===== src/rtl/pipeline_pkg.sv =====
// Shared types, constants and helpers for the elastic inter-stage registers.
package pipeline_pkg;

   // Widest payload any stage may carry; apply_safe works at this width.
   localparam int unsigned MaxPayloadW = 1024;

   typedef logic [MaxPayloadW-1:0] payload_t;

   // One storage entry as seen by the pipeline.
   typedef struct packed {
      logic     valid;
      logic     invalid;
      payload_t payload;
   } slot_t;

   // Same encoding as BRANCH_FORCE_FALSE in the core's defines.vh.
   localparam logic [1:0] BRANCH_FORCE_FALSE = 2'b00;

   // Safe values for control fields commonly placed under SAFE_MASK.
   localparam logic [1:0] SafeBranch    = BRANCH_FORCE_FALSE;
   localparam logic       SafeRegfileWe = 1'b0;
   localparam logic       SafeLsuWe     = 1'b0;

   // Replace masked bits of a payload with their safe value.
   function automatic payload_t apply_safe(payload_t payload, payload_t mask, payload_t value);
      return (payload & ~mask) | (value & mask);
   endfunction

endpackage


===== src/rtl/pipeline_slot.sv =====
// Single storage entry (valid, invalid tag, payload) with load/clear/hold controls.
module pipeline_slot #(
   parameter int unsigned PAYLOAD_W = 128
) (
   input  logic                 clk_i,
   input  logic                 rst_i,
   input  logic                 load_i,
   input  logic                 clear_i,
   input  logic                 invalid_i,
   input  logic [PAYLOAD_W-1:0] payload_i,
   output logic                 valid_o,
   output logic                 invalid_o,
   output logic [PAYLOAD_W-1:0] payload_o
);

   logic                 valid_q, valid_d;
   logic                 invalid_q, invalid_d;
   logic [PAYLOAD_W-1:0] payload_q, payload_d;

   // Next state: clear beats load, otherwise hold. Payload is kept on clear.
   always_comb begin
      valid_d   = valid_q;
      invalid_d = invalid_q;
      payload_d = payload_q;
      if (clear_i) begin
         valid_d   = 1'b0;
         invalid_d = 1'b0;
      end else if (load_i) begin
         valid_d   = 1'b1;
         invalid_d = invalid_i;
         payload_d = payload_i;
      end
   end

   // Slot registers with synchronous reset.
   always_ff @(posedge clk_i) begin
      if (rst_i) begin
         valid_q   <= 1'b0;
         invalid_q <= 1'b0;
         payload_q <= '0;
      end else begin
         valid_q   <= valid_d;
         invalid_q <= invalid_d;
         payload_q <= payload_d;
      end
   end

   assign valid_o   = valid_q;
   assign invalid_o = invalid_q;
   assign payload_o = payload_q;

endmodule


===== src/rtl/pipeline_stage_elastic.sv =====
// Elastic pipeline register: valid/ready handshake, optional skid slot, flush,
// invalid tag with safe-masking of control fields, and a saturating bubble counter.
module pipeline_stage_elastic
   import pipeline_pkg::*;
#(
   parameter int unsigned          PAYLOAD_W  = 128,
   parameter logic [PAYLOAD_W-1:0] SAFE_MASK  = '0,
   parameter logic [PAYLOAD_W-1:0] SAFE_VALUE = '0,
   parameter int unsigned          SKID       = 1,
   parameter int unsigned          CNT_W      = 16
) (
   input  logic                 clk,
   input  logic                 rst,
   input  logic                 flush,
   input  logic                 up_valid,
   output logic                 up_ready,
   input  logic                 up_invalid,
   input  logic [PAYLOAD_W-1:0] up_payload,
   output logic                 dn_valid,
   input  logic                 dn_ready,
   output logic                 dn_invalid,
   output logic [PAYLOAD_W-1:0] dn_payload,
   output logic [CNT_W-1:0]     bubble_count
);

   logic                 main_valid, main_invalid;
   logic [PAYLOAD_W-1:0] main_payload;
   logic                 skid_valid, skid_invalid;
   logic [PAYLOAD_W-1:0] skid_payload;

   logic                 up_fire, dn_fire;
   logic                 main_load, main_from_skid, main_clear;
   logic                 skid_load, skid_clear, skid_valid_next;
   logic                 main_load_invalid;
   logic [PAYLOAD_W-1:0] main_load_payload;

   logic [CNT_W-1:0]     cnt_q, cnt_d;
   payload_t             masked_wide;

   assign up_fire = up_valid & up_ready;
   assign dn_fire = main_valid & dn_ready;

   // Slot steering: skid refills main first, so order is preserved and skid
   // only fills while main stays occupied.
   always_comb begin
      main_load      = 1'b0;
      main_from_skid = 1'b0;
      main_clear     = 1'b0;
      skid_load      = 1'b0;
      skid_clear     = 1'b0;
      if (flush) begin
         main_clear = 1'b1;
         skid_clear = 1'b1;
      end else if (dn_fire && skid_valid) begin
         main_load      = 1'b1;
         main_from_skid = 1'b1;
         skid_clear     = 1'b1;
      end else if (up_fire && (!main_valid || dn_fire)) begin
         main_load = 1'b1;
      end else if (up_fire) begin
         skid_load = 1'b1;
      end else if (dn_fire) begin
         main_clear = 1'b1;
      end
      main_load_invalid = main_from_skid ? skid_invalid : up_invalid;
      main_load_payload = main_from_skid ? skid_payload : up_payload;
      skid_valid_next   = skid_load | (skid_valid & ~skid_clear);
   end

   pipeline_slot #(
      .PAYLOAD_W (PAYLOAD_W)
   ) u_main (
      .clk_i     (clk),
      .rst_i     (rst),
      .load_i    (main_load),
      .clear_i   (main_clear),
      .invalid_i (main_load_invalid),
      .payload_i (main_load_payload),
      .valid_o   (main_valid),
      .invalid_o (main_invalid),
      .payload_o (main_payload)
   );

   if (SKID != 0) begin : g_skid
      logic up_ready_q, up_ready_d;

      pipeline_slot #(
         .PAYLOAD_W (PAYLOAD_W)
      ) u_skid (
         .clk_i     (clk),
         .rst_i     (rst),
         .load_i    (skid_load),
         .clear_i   (skid_clear),
         .invalid_i (up_invalid),
         .payload_i (up_payload),
         .valid_o   (skid_valid),
         .invalid_o (skid_invalid),
         .payload_o (skid_payload)
      );

      assign up_ready_d = ~skid_valid_next;

      // Registered up_ready: ready exactly when the skid slot will be empty.
      always_ff @(posedge clk) begin
         if (rst) begin
            up_ready_q <= 1'b1;
         end else begin
            up_ready_q <= up_ready_d;
         end
      end

      assign up_ready = up_ready_q;
   end else begin : g_no_skid
      logic unused_skid_ctrl;

      assign skid_valid       = 1'b0;
      assign skid_invalid     = 1'b0;
      assign skid_payload     = '0;
      assign up_ready         = ~main_valid | dn_ready;
      assign unused_skid_ctrl = skid_load ^ skid_clear ^ skid_valid_next;
   end

   assign masked_wide = apply_safe(payload_t'(main_payload), payload_t'(SAFE_MASK),
                                   payload_t'(SAFE_VALUE));

   if (PAYLOAD_W < MaxPayloadW) begin : g_unused_hi
      logic unused_hi;
      assign unused_hi = ^masked_wide[MaxPayloadW-1:PAYLOAD_W];
   end

   // Output view: bubbles and invalid entries expose safe control fields.
   always_comb begin
      dn_payload = main_payload;
      if (!main_valid || main_invalid) begin
         dn_payload = masked_wide[PAYLOAD_W-1:0];
      end
   end

   assign dn_valid   = main_valid;
   assign dn_invalid = main_valid & main_invalid;

   // Bubble counter next state: count empty cycles the consumer could have used.
   always_comb begin
      cnt_d = cnt_q;
      if (dn_ready && !main_valid && (cnt_q != {CNT_W{1'b1}})) begin
         cnt_d = cnt_q + CNT_W'(1);
      end
   end

   // Bubble counter register.
   always_ff @(posedge clk) begin
      if (rst) begin
         cnt_q <= '0;
      end else begin
         cnt_q <= cnt_d;
      end
   end

   assign bubble_count = cnt_q;

endmodule


===== config.mk =====
export PLATFORM = sky130hd
export DESIGN_NAME = pipeline_stage_elastic
export DESIGN_NICKNAME = d
export VERILOG_FILES = /design/src/rtl/pipeline_pkg.sv /design/src/rtl/pipeline_slot.sv /design/src/rtl/pipeline_stage_elastic.sv
export SDC_FILE = /design/constraint.sdc
export NUM_CORES = 1
export LEC_CHECK = 0
export ABC_AREA = 1
export BUFFER_PORTS_ARGS = -buffer_cell sky130_fd_sc_hd__buf_2
export CAP_MARGIN = 20
export CORE_MARGIN = 1
export CORE_UTILIZATION = 50
export CTS_CLUSTER_SIZE = 14
export DETAILED_ROUTE_END_ITERATION = 10
export PLACE_DENSITY = 0.8
export SETUP_SLACK_MARGIN = 0.2
export SYNTH_ARGS = -nofsm -noshare
export SYNTH_HDL_FRONTEND = slang
export SYNTH_SLANG_ARGS = --single-unit

===== constraint.sdc =====
create_clock -name clk -period 2.4 [get_ports clk]
set_clock_uncertainty 0.15 [all_clocks]
set_input_delay 0.36 -clock clk [delete_from_list [all_inputs] [get_ports clk]]
set_output_delay 0.36 -clock clk [all_outputs]
set_load 0.01 [all_outputs]

==> results.py, run 1 <==
metrics = {
    "sta": {
        "rsz0062_at_grt": "no",
        "final.period_utilization": 0.839,
        "fmax_mhz": 497,
        "hold_slack_ns": 0.0900,
        "slew_headroom": 0.545,
        "setup_tns_ns": 0,
        "maxSlewViolCount": 0,
        "fin_crit_ns": 2.01,
        "finalHoldViolCount": 0,
        "setup_viol": 0,
        "worstMarginPinSlew_ns": 0.683,
    },
    "route": {
        "vias_per_cell": 5.52,
        "vias": 11736,
        "drt_iter0_markers": 929,
        "detail-route-antenna-nets": 0,
        "finalWirelength_um": 33900,
        "drc": 34,
        "drtPass1Iterations": 10,
        "wire_per_inst_um": 16.0,
    },
    "placed_design": {
        "place_congestion": 0.886,
        "dpl.hpwl_um": 18700,
        "port_buffers": 280,
        "place_area_um2": 12800,
    },
    "pwr": {
        "p_int_mw": 7.93,
        "pwr-share-clk": 0.430,
        "switching_share": 0.239,
        "total_power_mw": 10.4,
        "comb_power_share": 0.102,
        "pwr-share-seq": 0.468,
        "p_sw_mw": 2.49,
        "power.leakage_nw": 7.66,
        "power_per_cell_area_nw_per_um2": 691,
        "max-vdd-ir-drop_mv": 0.788,
    },
    "clocking": {
        "clk_pin_slew_ns": 0.06,
        "cts_buffer_depth": 3,
        "cts_tree": "done",
        "h-tree-depth": 1,
        "cts-root-buf": "clkbuf_16",
        "cts_made_buffers": 29,
        "cts_num_sinks": 277,
        "clock_latency_ns": 0.54,
    },
    "global_routing": {
        "grt_max_degree": 153,
        "grt_pass1_vias": 11049,
        "grt_usage": 0.287,
        "grt-ovfl-total": 0,
        "grt_pass1_wl_um": 55500,
        "antenna_found_initial": 1,
    },
    "synthesis": {
        "yosys_warnings": 0,
        "synth_nets": 1607,
        "synthesis.area_um2": 11300,
        "synth-seq-cells": 277,
        "avgSynthCellArea_um2": 7.68,
        "syn_inst": 1472,
        "ys_seq_area_frac": 0.490,
        "ys_types": 24,
    },
    "run": {
        "cap_violations": 0,
    },
    "cells_and_area": {
        "design_area_um2": 15100,
        "drive_gt1_frac": 0.196,
        "fillers": 1642,
        "synthToLayoutAreaGrowth_pct": 33.4,
        "nets": 1957,
        "fin_util": 0.685,
    },
    "floorplan": {
        "die_h_um": 152,
        "initial_core_util": 0.513,
        "boundaryPins": 281,
        "core_area_um2": 22000,
        "dieArea_um2": 23200,
        "die_w_um": 152,
        "core.rowCount": 54,
    },
    "critical_path": {
        "crit_arrival_ns": 2.32,
        "path_max_fanout": 51,
        "startpoint_type": "flip-flop",
        "crit_type": "reg2reg",
        "cp.required_ns": 2.71,
        "end_kind": "flip-flop",
    },
    "outcome": {
        "failed_checks": "design-rule violations",
        "status": "complete, but fails checks",
    },
    "worst_hold_path": {
        "hp-class": "in2reg",
    },
}
worst max-delay path: stages, from the launching register on:
cell     delay [ns]
dfxtp_1        0.45
nand2_1        0.15
nand2_1        0.19
nand2_8        0.23
inv_2          0.50
nor2_1         0.13
nor2_1         0.12
sequential cells by signal, summed over array words and instances, names as in the netlist:
register	cells
up_ready	1
g_skid.u_skid.invalid_o	1
bubble_count	16
u_main.valid_o	1
g_skid.u_skid.valid_o	1
g_skid.u_skid.payload_o	128
u_main.payload_o	128
u_main.invalid_o	1
synthesized netlist by cell type:
library cell,instances,share of area
nand4_1,2,0.0011
inv_2,3,0.0010
o211ai_1,2,0.0013
nand2_4,1,0.0010
buf_2,35,0.015
nand2_2,1,0.00055
inv_1,45,0.015
clkbuf_2,1,0.00044
o21ai_0,173,0.077
nor3_1,1,0.00044
nor2_2,2,0.0011
buf_4,14,0.0093
buf_6,7,0.0070
nor2_1,299,0.099
o211a_1,104,0.092
nand2_1,278,0.092
buf_1,1,0.00033
dfxtp_1,277,0.49
clkbuf_1,55,0.018
nand3_1,124,0.055
a21oi_1,38,0.017
o21ai_1,7,0.0031
ha_1,1,0.0011
nor3_4,1,0.0014
stage by stage:
stage	setup slack (ns)	std cells
global placement	0.362	1941
global route	0.208	2125
finish	0.387	2126
floorplan	0.784	1472
CTS	0.408	2124
detailed placement	0.344	1941
layer usage:
metal	global-route usage	vias to the layer above	wire (µm)
li1	-	5567	-
met2	0.489	550	16500
met3	0.0535	109	2780
met4	0.111	0	1160
met5	0	-	0
met1	0.360	5510	13500
placed cells by master, fill, tap and decap left out, types with 2 or more instances in the layout:
| cell | synthesis | routed |
|---|---|---|
| dfxtp_1 | 277 | 277 |
| nor2_1 | 299 | 299 |
| nand3_1 | 124 | 124 |
| nand2_1 | 278 | 278 |
| clkinv_2 | 0 | 9 |
| buf_4 | 14 | 11 |
| bufinv_16 | 0 | 2 |
| clkbuf_16 | 0 | 29 |
| buf_2 | 35 | 280 |
| dlygate4sd3_1 | 0 | 130 |
| o211a_1 | 104 | 104 |
| o21ai_1 | 7 | 7 |
| o211ai_1 | 2 | 2 |
| a21oi_1 | 38 | 38 |
| inv_2 | 3 | 2 |
| nand4_1 | 2 | 2 |
| clkbuf_1 | 55 | 3 |
| inv_1 | 45 | 44 |
| inv_6 | 0 | 2 |
| clkbuf_8 | 0 | 7 |
| diode_2 | 0 | 2 |
| o21ai_0 | 173 | 173 |
| buf_12 | 0 | 11 |
cells by family (layout without fill, tap and decap cells):
kind of cell             Yosys count  in the layout  synth area share
adder cells (fa/ha/maj)            1              1           0.00111
other                              0              2                 0
AO/OA/AOI/OAI                    324            324             0.190
flip-flops                       277            277             0.490
buffers and inverters            161            533            0.0667
AND/OR/NAND/NOR                  709            709             0.252
power groups by stage:
stage / Sequential [mW] / Clock (mW) / Combinational (mW)
global route: 4.89 / 4.73 / 1.15
finish: 4.88 / 4.48 / 1.06
floorplan: 5.03 / 0 / 0.401
global placement: 4.97 / 0 / 0.842
detailed placement: 4.97 / 0 / 0.864
CTS: 4.87 / 4.55 / 1.03
path summary, 6_finish.rpt:
| kind | from | end | slack, ns | cells after the start |
|---|---|---|---|---|
| setup / recovery | u_main.valid_o | u_main.payload_o[111] | 0.39 | 6 |
| setup reg to reg | u_main.valid_o | u_main.payload_o[111] | 0.39 | 6 |
| hold reg to reg | g_skid.u_skid.payload_o[112] | g_skid.u_skid.payload_o[112] | 0.30 | 2 |
| hold / removal | flush | up_ready | 0.09 | 3 |
final cells by class:
class                           instances  area, µm²  area share
Antenna cell                            2       5.00    0.000332
Clock buffer                           39        833      0.0552
Clock inverter                         14        130     0.00863
Inverter                               48        188      0.0124
Multi-Input combinational cell       1034       5030       0.333
Sequential cell                       277       5550       0.368
Tap cell                              280        350      0.0232
Timing Repair Buffer                  432       3010       0.199
timing repair:
action,CTS,global route
hold buffers,130,0
gates resized for setup,0,0
buffers inserted,0,0
endpoints found under the setup margin,0,0
endpoints found under the hold margin,144,0
Note: power is estimated with default switching activity, not from simulation.
==> run 2, diff against run 1 <==
- clock period: 2.4 -> 2.1 ns (I/O delays scaled with it)
==> run 2 against run 1 <==
Against the previous run:
- the run still ends with design-rule violations left
- cell count rose by 0.19%
- sequential power up 14%
- count of clock-buffer cells in the layout shrank 4
- combinational power up 17%
- setup slack got worse by 0.083 ns
- routed wire length grew 0.67%
- clock power rose by 20%
- critical endpoint is now u_main.payload_o[4]
==> results.py, run 2 (synthesized netlist as in run 1, its figures left out) <==
metrics = {
    "outcome": {
        "status": "complete, but fails checks",
        "failed_checks": "design-rule violations",
    },
    "global_routing": {
        "grt_pass1_wl_um": 54900,
        "antenna_found_initial": 0,
        "grt_max_degree": 98,
        "grt_pass1_vias": 11368,
        "grt-ovfl-total": 0,
        "grt_usage": 0.282,
    },
    "sta": {
        "finalHoldViolCount": 0,
        "setup_slack_ns": 0.304,
        "slew_headroom": 0.540,
        "setup_tns_ns": 0,
        "worstMarginPinSlew_ns": 0.690,
        "maxSlewViolCount": 0,
        "final.period_utilization": 0.855,
        "setup_viol": 0,
        "rsz0062_at_grt": "no",
        "fin_crit_ns": 1.80,
        "fmax_mhz": 557,
    },
    "critical_path": {
        "path_max_fanout": 24,
        "slowest_stage": "dfxtp_2",
        "cp_cell_sequence": "nand2_1 > nor2_2 > nand2_4 > nand2_8 > buf_4 > nand3_1 > o211a_1",
        "cp.required_ns": 2.38,
        "path_buf_inv": 1,
        "crit_type": "reg2reg",
        "end_kind": "flip-flop",
        "cpPeakStageDelay_ns": 0.39,
        "cp_top_family": "simple AND/OR/NAND/NOR gates",
        "startpoint_type": "flip-flop",
        "crit_arrival_ns": 2.07,
    },
    "clocking": {
        "h-tree-depth": 1,
        "cts_tree": "done",
        "cts-root-buf": "clkbuf_16",
        "cts_buffer_depth": 3,
        "cts_made_buffers": 29,
        "clock_latency_ns": 0.54,
        "cts_num_sinks": 277,
        "clk_pin_slew_ns": 0.07,
    },
    "floorplan": {
        "die_w_um": 152,
        "initial_core_util": 0.513,
        "dieArea_um2": 23200,
        "boundaryPins": 281,
        "core.rowCount": 54,
        "core_area_um2": 22000,
        "die_h_um": 152,
    },
    "route": {
        "wire_per_inst_um": 16.0,
        "vias": 11658,
        "detail-route-antenna-nets": 0,
        "vias_per_cell": 5.47,
        "drc": 17,
        "drt_iter0_markers": 1005,
        "drtPass1Iterations": 8,
        "finalWirelength_um": 34200,
    },
    "pwr": {
        "power_per_cell_area_nw_per_um2": 801,
        "power.leakage_nw": 7.71,
        "max-vdd-ir-drop_mv": 0.659,
    },
    "cells_and_area": {
        "synthToLayoutAreaGrowth_pct": 34.3,
        "drive_gt1_frac": 0.198,
        "mostFrequentLayoutCell": "nor2_1",
        "n_antenna_cell": 0,
        "instances_no_fill": 2130,
        "nets": 1963,
        "final_cell_mix": "299 x nor2_1, 280 x buf_2, 278 x nand2_1",
    },
    "run": {
        "cap_violations": 0,
    },
    "placed_design": {
        "dpl.cell_count": 1945,
        "dpl.hpwl_um": 18800,
        "port_buffers": 280,
        "dp_slack_ns": 0.241,
        "place_congestion": 0.869,
    },
    "worst_hold_path": {
        "hp-class": "in2reg",
    },
}
## run 2: cell types whose count changed in the layout (fill, tap and decap cells not counted), sizes merged
cell	change
diode	-2
clkinv	-1
bufinv	+3
buf	+4
clkbuf	-2
clkinvlp	+2
## run 2: cell type report
class	count	area, µm²
tap	280	350
inverter	48	190
fill	1634	6830
multi-input combinational	1034	5030
clock inverter	18	230
sequential	277	5550
timing repair buffer	438	3080
clock buffer	35	768
## run 2: report_power, final
part,internal [mW],total (mW),switching [mW]
logic,0.607,1.24,0.630
clock network,3.22,5.36,2.14
registers,5.45,5.58,0.123
total,9.28,12.2,2.89
## run 2: metrics by stage
stage / cell area (µm²) / utilization / hold slack [ns] / power, mW
2_1_floorplan: 11300 / - / 0.275 / 6.20
3_3_place_gp: 12800 / 0.582 / 0.283 / 6.64
3_5_place_dp: 12800 / 0.582 / 0.290 / 6.67
4_1_cts: 15100 / 0.686 / 0.0124 / 12.2
5_1_grt: 15200 / 0.690 / 0.0360 / 12.6
6_report: 15200 / 0.690 / 0.0290 / 12.2
## run 2: worst paths after layout
check	slack, ns	depth (start not counted)	start	to
max	0.30	7	u_main.valid_o	u_main.payload_o[4]
min	0.03	3	flush	up_ready
max reg2reg	0.30	7	u_main.valid_o	u_main.payload_o[4]
min reg2reg	0.30	2	g_skid.u_skid.payload_o[114]	g_skid.u_skid.payload_o[114]
## run 2: repair_timing
item / CTS / global route
endpoints found under the setup margin: 0 / 202
endpoints found under the hold margin: 236 / 0
hold buffers: 130 / 0
resized for setup: 0 / 6
buffers inserted: 0 / 0
## run 2: routing by layer
layer / GRT usage / wire [µm] / vias to the layer above
met5: 0 / 0 / -
met4: 0.113 / 1280 / 0
met3: 0.0603 / 2810 / 108
met2: 0.493 / 16500 / 552
met1: 0.335 / 13600 / 5419
li1: - / - / 5579
## run 2: worst reg2reg max path, delay by kind of cell (launching register included)
family | cells | cell delay [ns]
AND/OR/NAND/NOR | 5 | 0.69
flip-flops | 1 | 0.39
buffers and inverters | 1 | 0.29
AO/OA/AOI/OAI | 1 | 0.15
